### config.mk
export PLATFORM = sky130hd
export DESIGN_NAME = seq_divider_8by4
export DESIGN_NICKNAME = d
export VERILOG_FILES = /design/src/rtl/seq_divider_8by4.sv
export SDC_FILE = /design/constraint.sdc
export NUM_CORES = 1
export LEC_CHECK = 0
export ABC_AREA = 1
export ABC_CLOCK_PERIOD_IN_PS = 2000
export CAP_MARGIN = 5
export CORE_ASPECT_RATIO = 0.7
export CORE_UTILIZATION = 45
export CTS_CLUSTER_DIAMETER = 50
export DETAILED_ROUTE_END_ITERATION = 6
export GPL_TIMING_DRIVEN = 0
export PLACE_DENSITY = 0.66
export SYNTH_ARGS = -nofsm -noshare
export SYNTH_HDL_FRONTEND = slang
export SYNTH_SLANG_ARGS = --single-unit
### constraint.sdc
create_clock -name clk -period 2 [get_ports clk]
set_input_delay 0.2 -clock clk [delete_from_list [all_inputs] [get_ports clk]]
set_output_delay 0.2 -clock clk [all_outputs]
set_load 0.005 [all_outputs]
### src/rtl/seq_divider_8by4.sv
// seq_divider_8by4: multi-cycle restoring divider, 8-bit dividend by 4-bit divisor.
// One quotient bit is resolved per enabled clock; operands are captured on start
// and results are published only on completion edges, behind a start/busy/done handshake.
module seq_divider_8by4 #(
   parameter int WIDTH_N = 8,
   parameter int WIDTH_D = 4
) (
   input  logic               clk,
   input  logic               rst_n,
   input  logic               ena,
   input  logic               start,
   input  logic [WIDTH_N-1:0] dividend,
   input  logic [WIDTH_D-1:0] divisor,
   output logic [WIDTH_N-1:0] quotient,
   output logic [WIDTH_D-1:0] remainder,
   output logic               busy,
   output logic               done,
   output logic               div_by_zero
);

   localparam int CNT_W = $clog2(WIDTH_N + 1);

   typedef enum logic [1:0] {
      S_IDLE,
      S_CALC,
      S_DONE
   } state_t;

   state_t               r_state;
   state_t               w_stateNext;

   logic [WIDTH_D-1:0]   r_d;
   logic [WIDTH_N-1:0]   r_wq;
   // After every restoring step the partial remainder is below the divisor,
   // so its top bit is always zero and only the low bits need storing.
   logic [WIDTH_D-1:0]   r_wr;
   logic [CNT_W-1:0]     r_count;

   logic                 w_accept;
   logic                 w_divZero;
   logic                 w_lastIter;
   logic [WIDTH_D:0]     w_trial;
   logic                 w_fits;
   logic [WIDTH_D-1:0]   w_wrNext;
   logic [WIDTH_N-1:0]   w_wqNext;

   assign w_accept   = ena && start && (r_state != S_CALC);
   assign w_divZero  = (divisor == '0);
   assign w_lastIter = (r_count == CNT_W'(1));

   // One restoring step: shift the next dividend bit into the partial remainder,
   // subtract the divisor when it fits, and record the outcome as a quotient bit.
   assign w_trial  = {r_wr, r_wq[WIDTH_N-1]};
   assign w_fits   = (w_trial >= {1'b0, r_d});
   assign w_wrNext = w_fits ? WIDTH_D'(w_trial - {1'b0, r_d}) : w_trial[WIDTH_D-1:0];
   assign w_wqNext = {r_wq[WIDTH_N-2:0], w_fits};

   // State register; ena low freezes the FSM.
   always_ff @(posedge clk or negedge rst_n) begin
      if (!rst_n) begin
         r_state <= S_IDLE;
      end else if (ena) begin
         r_state <= w_stateNext;
      end
   end

   // Next-state and handshake decode; a zero divisor skips straight to DONE.
   always_comb begin
      w_stateNext = r_state;
      busy        = 1'b0;
      done        = 1'b0;
      case (r_state)
         S_IDLE: begin
            if (w_accept) begin
               w_stateNext = w_divZero ? S_DONE : S_CALC;
            end
         end
         S_CALC: begin
            busy = 1'b1;
            if (w_lastIter) begin
               w_stateNext = S_DONE;
            end
         end
         S_DONE: begin
            done = 1'b1;
            if (w_accept) begin
               w_stateNext = w_divZero ? S_DONE : S_CALC;
            end else begin
               w_stateNext = S_IDLE;
            end
         end
         default: begin
            w_stateNext = S_IDLE;
         end
      endcase
   end

   // Working registers: load operands on acceptance, then iterate once per enabled edge in CALC.
   always_ff @(posedge clk or negedge rst_n) begin
      if (!rst_n) begin
         r_d     <= '0;
         r_wq    <= '0;
         r_wr    <= '0;
         r_count <= '0;
      end else if (ena) begin
         if (w_accept) begin
            r_d     <= divisor;
            r_wq    <= dividend;
            r_wr    <= '0;
            r_count <= CNT_W'(WIDTH_N);
         end else if (r_state == S_CALC) begin
            r_wq    <= w_wqNext;
            r_wr    <= w_wrNext;
            r_count <= r_count - 1'b1;
         end
      end
   end

   // Published results change only on completion edges and otherwise hold, even through the next CALC.
   always_ff @(posedge clk or negedge rst_n) begin
      if (!rst_n) begin
         quotient    <= '0;
         remainder   <= '0;
         div_by_zero <= 1'b0;
      end else if (ena) begin
         if (w_accept && w_divZero) begin
            quotient    <= '1;
            remainder   <= '1;
            div_by_zero <= 1'b1;
         end else if ((r_state == S_CALC) && w_lastIter) begin
            quotient    <= w_wqNext;
            remainder   <= w_wrNext;
            div_by_zero <= 1'b0;
         end
      end
   end

endmodule
After elaboration in Yosys (flattened, before gate mapping)
Index checks and enable logic that the tools add are counted.
{"block": "totals", "word_cells": 49, "input_bits": 16, "ff_bits": 35}
{"block": "classes", "order_cmp": 1, "n_eq_ne": 6, "addsub": 2, "reduce_logical": 12, "mux": 20}
{"operator": "$mux W8", "n": 4}
{"operator": "$mux W4", "n": 7}
{"operator": "$mux W2", "n": 4}
{"operator": "$pmux W2 S3", "n": 1}
{"operator": "$reduce_and A2 Y1", "n": 3}
{"operator": "$ge A5 B4 Y1", "n": 1}
{"operator": "$eq A4 B1 Y1 const B", "n": 1}
{"operator": "$logic_and A1 B1 Y1", "n": 4}
{"operator": "$logic_not A4 Y1", "n": 1}
{"operator": "$mux W1", "n": 4}
{"operator": "$ne A2 B2 Y1 const B", "n": 2}
{"operator": "$reduce_bool A2 Y1", "n": 2}
{"operator": "$sub A4 B1 Y4 const B", "n": 1}
{"operator": "$sub A4 B4 Y4", "n": 1}
{"operator": "$reduce_and A3 Y1", "n": 1}
{"operator": "$eq A2 B1 Y1 const B", "n": 1}
{"operator": "$eq A2 B2 Y1 const B", "n": 1}
{"operator": "$logic_not A2 Y1", "n": 1}
{"operator": "$ne A2 B1 Y1 const B", "n": 1}

Logic depth before layout (Yosys ltp)
{"block": "logic_depth", "depth_word": 5, "depth_mapped": 12, "mapped_depth_nobuf": 12}

Worst setup path after synthesis
Ideal clock, no wire load.
{"block": "synth_path", "path_kind": "register -> register", "start": "reg r_wr[1]", "end": "reg remainder[3]", "arrival_ps": 1507, "n_path_buf": 0, "stages_incl_launch_ff": 10, "period_less_slack_ps": 1619, "slack_ps": 381, "path_cell_list": "dfrtp_1 -> ha_1 -> a21oi_1 -> nand2_1 -> nand2_1 -> nand2_2 -> nand2_1 -> nand3_1 -> nand2_1 -> inv_1"}
{"block": "synth_between", "elab_chain_cells": 4, "word_cells_on_any_way": 5}
{"element": "start, declared", "line_no": "36", "source": "logic [WIDTH_D-1:0] r_wr;"}
{"element": "start signal, assigned", "line_no": "113", "source": "r_wr <= w_wrNext;"}
{"element": "$sub A4 B4 Y4 / $ge A5 B4 Y1 (equally long branches)", "line_no": "55, 54"}
{"element": "$mux W4 (*)", "line_no": "55", "source": "assign w_wrNext = w_fits ? WIDTH_D'(w_trial - {1'b0, r_d}) : w_trial[WIDTH_D-1:0];"}
{"element": "$mux W4 (*)", "line_no": "130", "source": "end else if ((r_state == S_CALC) && w_lastIter) begin"}
{"element": "$mux W4 (*)", "line_no": "126", "source": "if (w_accept && w_divZero) begin"}
{"element": "end signal, assigned", "line_no": "132", "source": "remainder <= w_wrNext;"}
{"element": "end, declared", "line_no": "15", "source": "output logic [WIDTH_D-1:0] remainder,"}
Every way passes the cells marked *; elsewhere a longest branch is shown, timed or not. The select of a mux whose other input is x is not followed.
A chain may end at the register's enable or synchronous reset.

Worst setup path after layout
{"block": "layout_path", "start": "reg r_wr[1]", "end": "reg remainder[2]"}
The elaborated chain is that of the path after synthesis.

==> impl_metrics.toml <==
[status]
status = "complete, no violations"

[power_and_ir_drop]
p_clk_share_pct = 18.4
p_leak_nw = 1.16
ir_worst_vdd_uv = 669
p_sw_mw = 1.40
power.share.switching_pct = 39.4
p_int_mw = 2.16
p_comb_share_pct = 47.9
powerDensity_nw_per_um2 = 1500
seqPwrFrac_pct = 33.7
total_power_mw = 3.56

[synthesis]
syn_nets = 251
ys_warn_count = 0
ys_seq_area_share_pct = 46.6
syn_area_sq_um = 1880
synthCells = 228
ys_types = 25
ys_ff_latch = 35
synth_area_per_cell_sq_um = 8.24

[setup_path]
worstPathRequired_ps = 2190
end_kind = "flop"
crit_fanout = 9
crit_arrival_ps = 1920
worstReg2RegEnd = "remainder[2]$_DFFE_PN0P_"
endpoint = "remainder[2]$_DFFE_PN0P_"
crit_start = "r_wr[1]$_DFFE_PN0P_"
critPathLaunchType = "flop"
crit_type = "reg -> reg"
r2r_cells = 9
r2r-start = "r_wr[1]$_DFFE_PN0P_"
reg2reg_slack_ps = 270

[finish]
fin_nets = 289
layout_commonest_cell = "nand2_1"
area_growth_syn_to_layout_pct = 26.3
multi_input_area_sq_um = 851
diodes = 0
layout.cells.non_filler = 319
num-fill-cells = 367
layout_common_cells = "nand2_1 (56), dfrtp_1 (35), inv_1 (29), clkdlybuf4s50_1 (29), o21ai_0 (21)"
drive_gt1_share_pct = 13.1
regArea_sq_um = 876

[placement]
dp_slack_ps = 20.5
gp_congestion = 0.853
placed_cells = 310
io_buffers = 30
dpl.hpwl_um = 2830

[grt]
met2_usage_pct = 26.4
grtUsageTotal_pct = 20.6
grt_pass1_wl_um = 6890
grtUsageMet1_pct = 33.1
gr-usage-met3_pct = 4.59
grt_max_degree = 36
busiest_layer = "met1"
grt_pass1_vias = 1403
grt_antenna_before_repair = 0
overflow = 0

[flow_run]
cap_violations = 0

[timing]
tightestPinTransition_ps = 752
fin_crit_ps = 1730
fin_crit_sh_pct = 86.7
slew_headroom_pct = 49.9
fmax_mhz = 577
setup_ws_ps = 267
rsz0062_at_grt = "no"
fin_skew_ps = 5.55
setup_violations = 0
finalHoldViolations = 0
slew_violations = 0

[floorplanning]
io_pins = 31
start_util_pct = 47.3
core.rowCount = 19
core_sq_um = 3970
die_h_um = 56.1
dieArea_sq_um = 4440
die_w_um = 79.2

[routing]
wl_per_cell_um = 11.9
via_per_inst = 4.79
wl_um = 3790
drtPass1Iterations = 4
vias = 1527
drc = 0
drtIter0Drc = 76
ant_nets = 0

[clock_tree]
postCtsSetupBuffers = 0
cts.sinks = 35
htree_levels = 2
cts_buffer_depth = 2
cts_buffers = 5
tritoncts = "built"
cts_root_buf = "clkbuf_8"
clk_latency_ps = 290
clk_pin_slew_ps = 70

[hold_path]
holdCritPathClass = "in -> reg"
[repair_timing]
action | CTS | global route
endpoints found under the setup margin | 0 | 7
hold buffers | 1 | 0
resized for setup | 0 | 2
hold endpoints to repair | 18 | 0
[power groups by stage]
stage / sequential, mW / clock (mW) / combinational (mW)
after floorplan: 1.18 / 0 / 1.15
after global placement: 1.20 / 0 / 1.68
after detailed placement: 1.21 / 0 / 1.70
after CTS: 1.20 / 0.672 / 1.71
after global routing: 1.24 / 0.707 / 1.99
final: 1.20 / 0.656 / 1.71
[final cells by class]
class	count	area share, %
clock buffers	6	3.48
inverters	32	5.49
well taps	52	2.74
repair buffers	31	12.9
flip-flops and latches	35	36.9
clock inverters	2	1.48
plain buffers	3	1.16
multi-input cells	158	35.9
[sequential cells by signal, summed over array words and instances (netlist names)]
name,cells
quotient,8
r_wq,8
r_count,4
r_d,4
r_wr,4
remainder,4
r_state,2
div_by_zero,1
[synth_stat cells]
| cell | n | area [sq um] |
|---|---|---|
| nand2_1 | 57 | 214 |
| dfrtp_1 | 35 | 876 |
| inv_1 | 29 | 109 |
| o21ai_0 | 21 | 105 |
| nor2_1 | 20 | 75.1 |
| nand3_1 | 17 | 85.1 |
| a21oi_1 | 8 | 40.0 |
| ha_1 | 6 | 75.1 |
| o21ai_2 | 6 | 52.6 |
| o21ai_1 | 5 | 25.0 |
| nand2_2 | 4 | 25.0 |
| nand2_4 | 3 | 33.8 |
| buf_6 | 2 | 22.5 |
| clkinv_4 | 2 | 17.5 |
| nor2_4 | 2 | 22.5 |
| o22ai_1 | 2 | 12.5 |
| buf_2 | 1 | 5.00 |
| fa_1 | 1 | 20.0 |
| inv_2 | 1 | 3.75 |
| nand2_8 | 1 | 20.0 |
| nor2_2 | 1 | 6.26 |
| nor3_1 | 1 | 5.00 |
| nor3_2 | 1 | 10.0 |
| o221ai_1 | 1 | 8.76 |
| xor2_1 | 1 | 8.76 |
[worst max-delay path: stages (launching register included)]
cell and delay (ps):
dfrtp_1 400, ha_1 350, a21oi_2 190, nand2_1 90
nand2_2 150, nand2_2 150, nand2_1 100, nand3_1 100
nand2_1 90, inv_1 30
[through the flow]
stage               cell area, sq um  hold slack (ps)  TNS [ps]  utilization (%)
floorplan                       1880            -95.6         0                -
global placement                2240              456     -1420             56.5
detailed placement              2240              315         0             56.4
CTS                             2370              467         0             59.6
global route                    2370              514         0             59.8
finish                          2370              475         0             59.8
[per-layer routing]
metal  part of all wire [%]  vias to the layer above
li1                       -                      809
met1                     54                      673
met2                     39                       38
met3                    5.2                        7
met4                    1.5                        0
met5                      0                        -
[cell families (layout without fill, tap and decap cells)]
kind of cell | count (synthesis) | count (layout) | synth area share (%)
AND/OR/NAND/NOR | 107 | 107 | 26.4
AO/OA/AOI/OAI | 43 | 43 | 13.0
flip-flops | 35 | 35 | 46.6
buffers and inverters | 35 | 74 | 8.39
adder cells (fa/ha/maj) | 7 | 7 | 5.06
XOR/XNOR | 1 | 1 | 0.466
[worst min path at each step]
stage,start,endpoint,cells after the start
3_5_place_dp,rst_n,remainder[2]$_DFFE_PN0P_,1
3_3_place_gp,div_by_zero$_DFFE_PN0P_,div_by_zero$_DFFE_PN0P_,2
5_1_grt,quotient[3]$_DFFE_PN0P_,quotient[3]$_DFFE_PN0P_,2
4_1_cts,divisor[0],r_d[0]$_DFFE_PN0P_,3
6_report,divisor[0],r_d[0]$_DFFE_PN0P_,3
2_1_floorplan,rst_n,div_by_zero$_DFFE_PN0P_,0
Note: power is estimated with default switching activity, not from simulation.
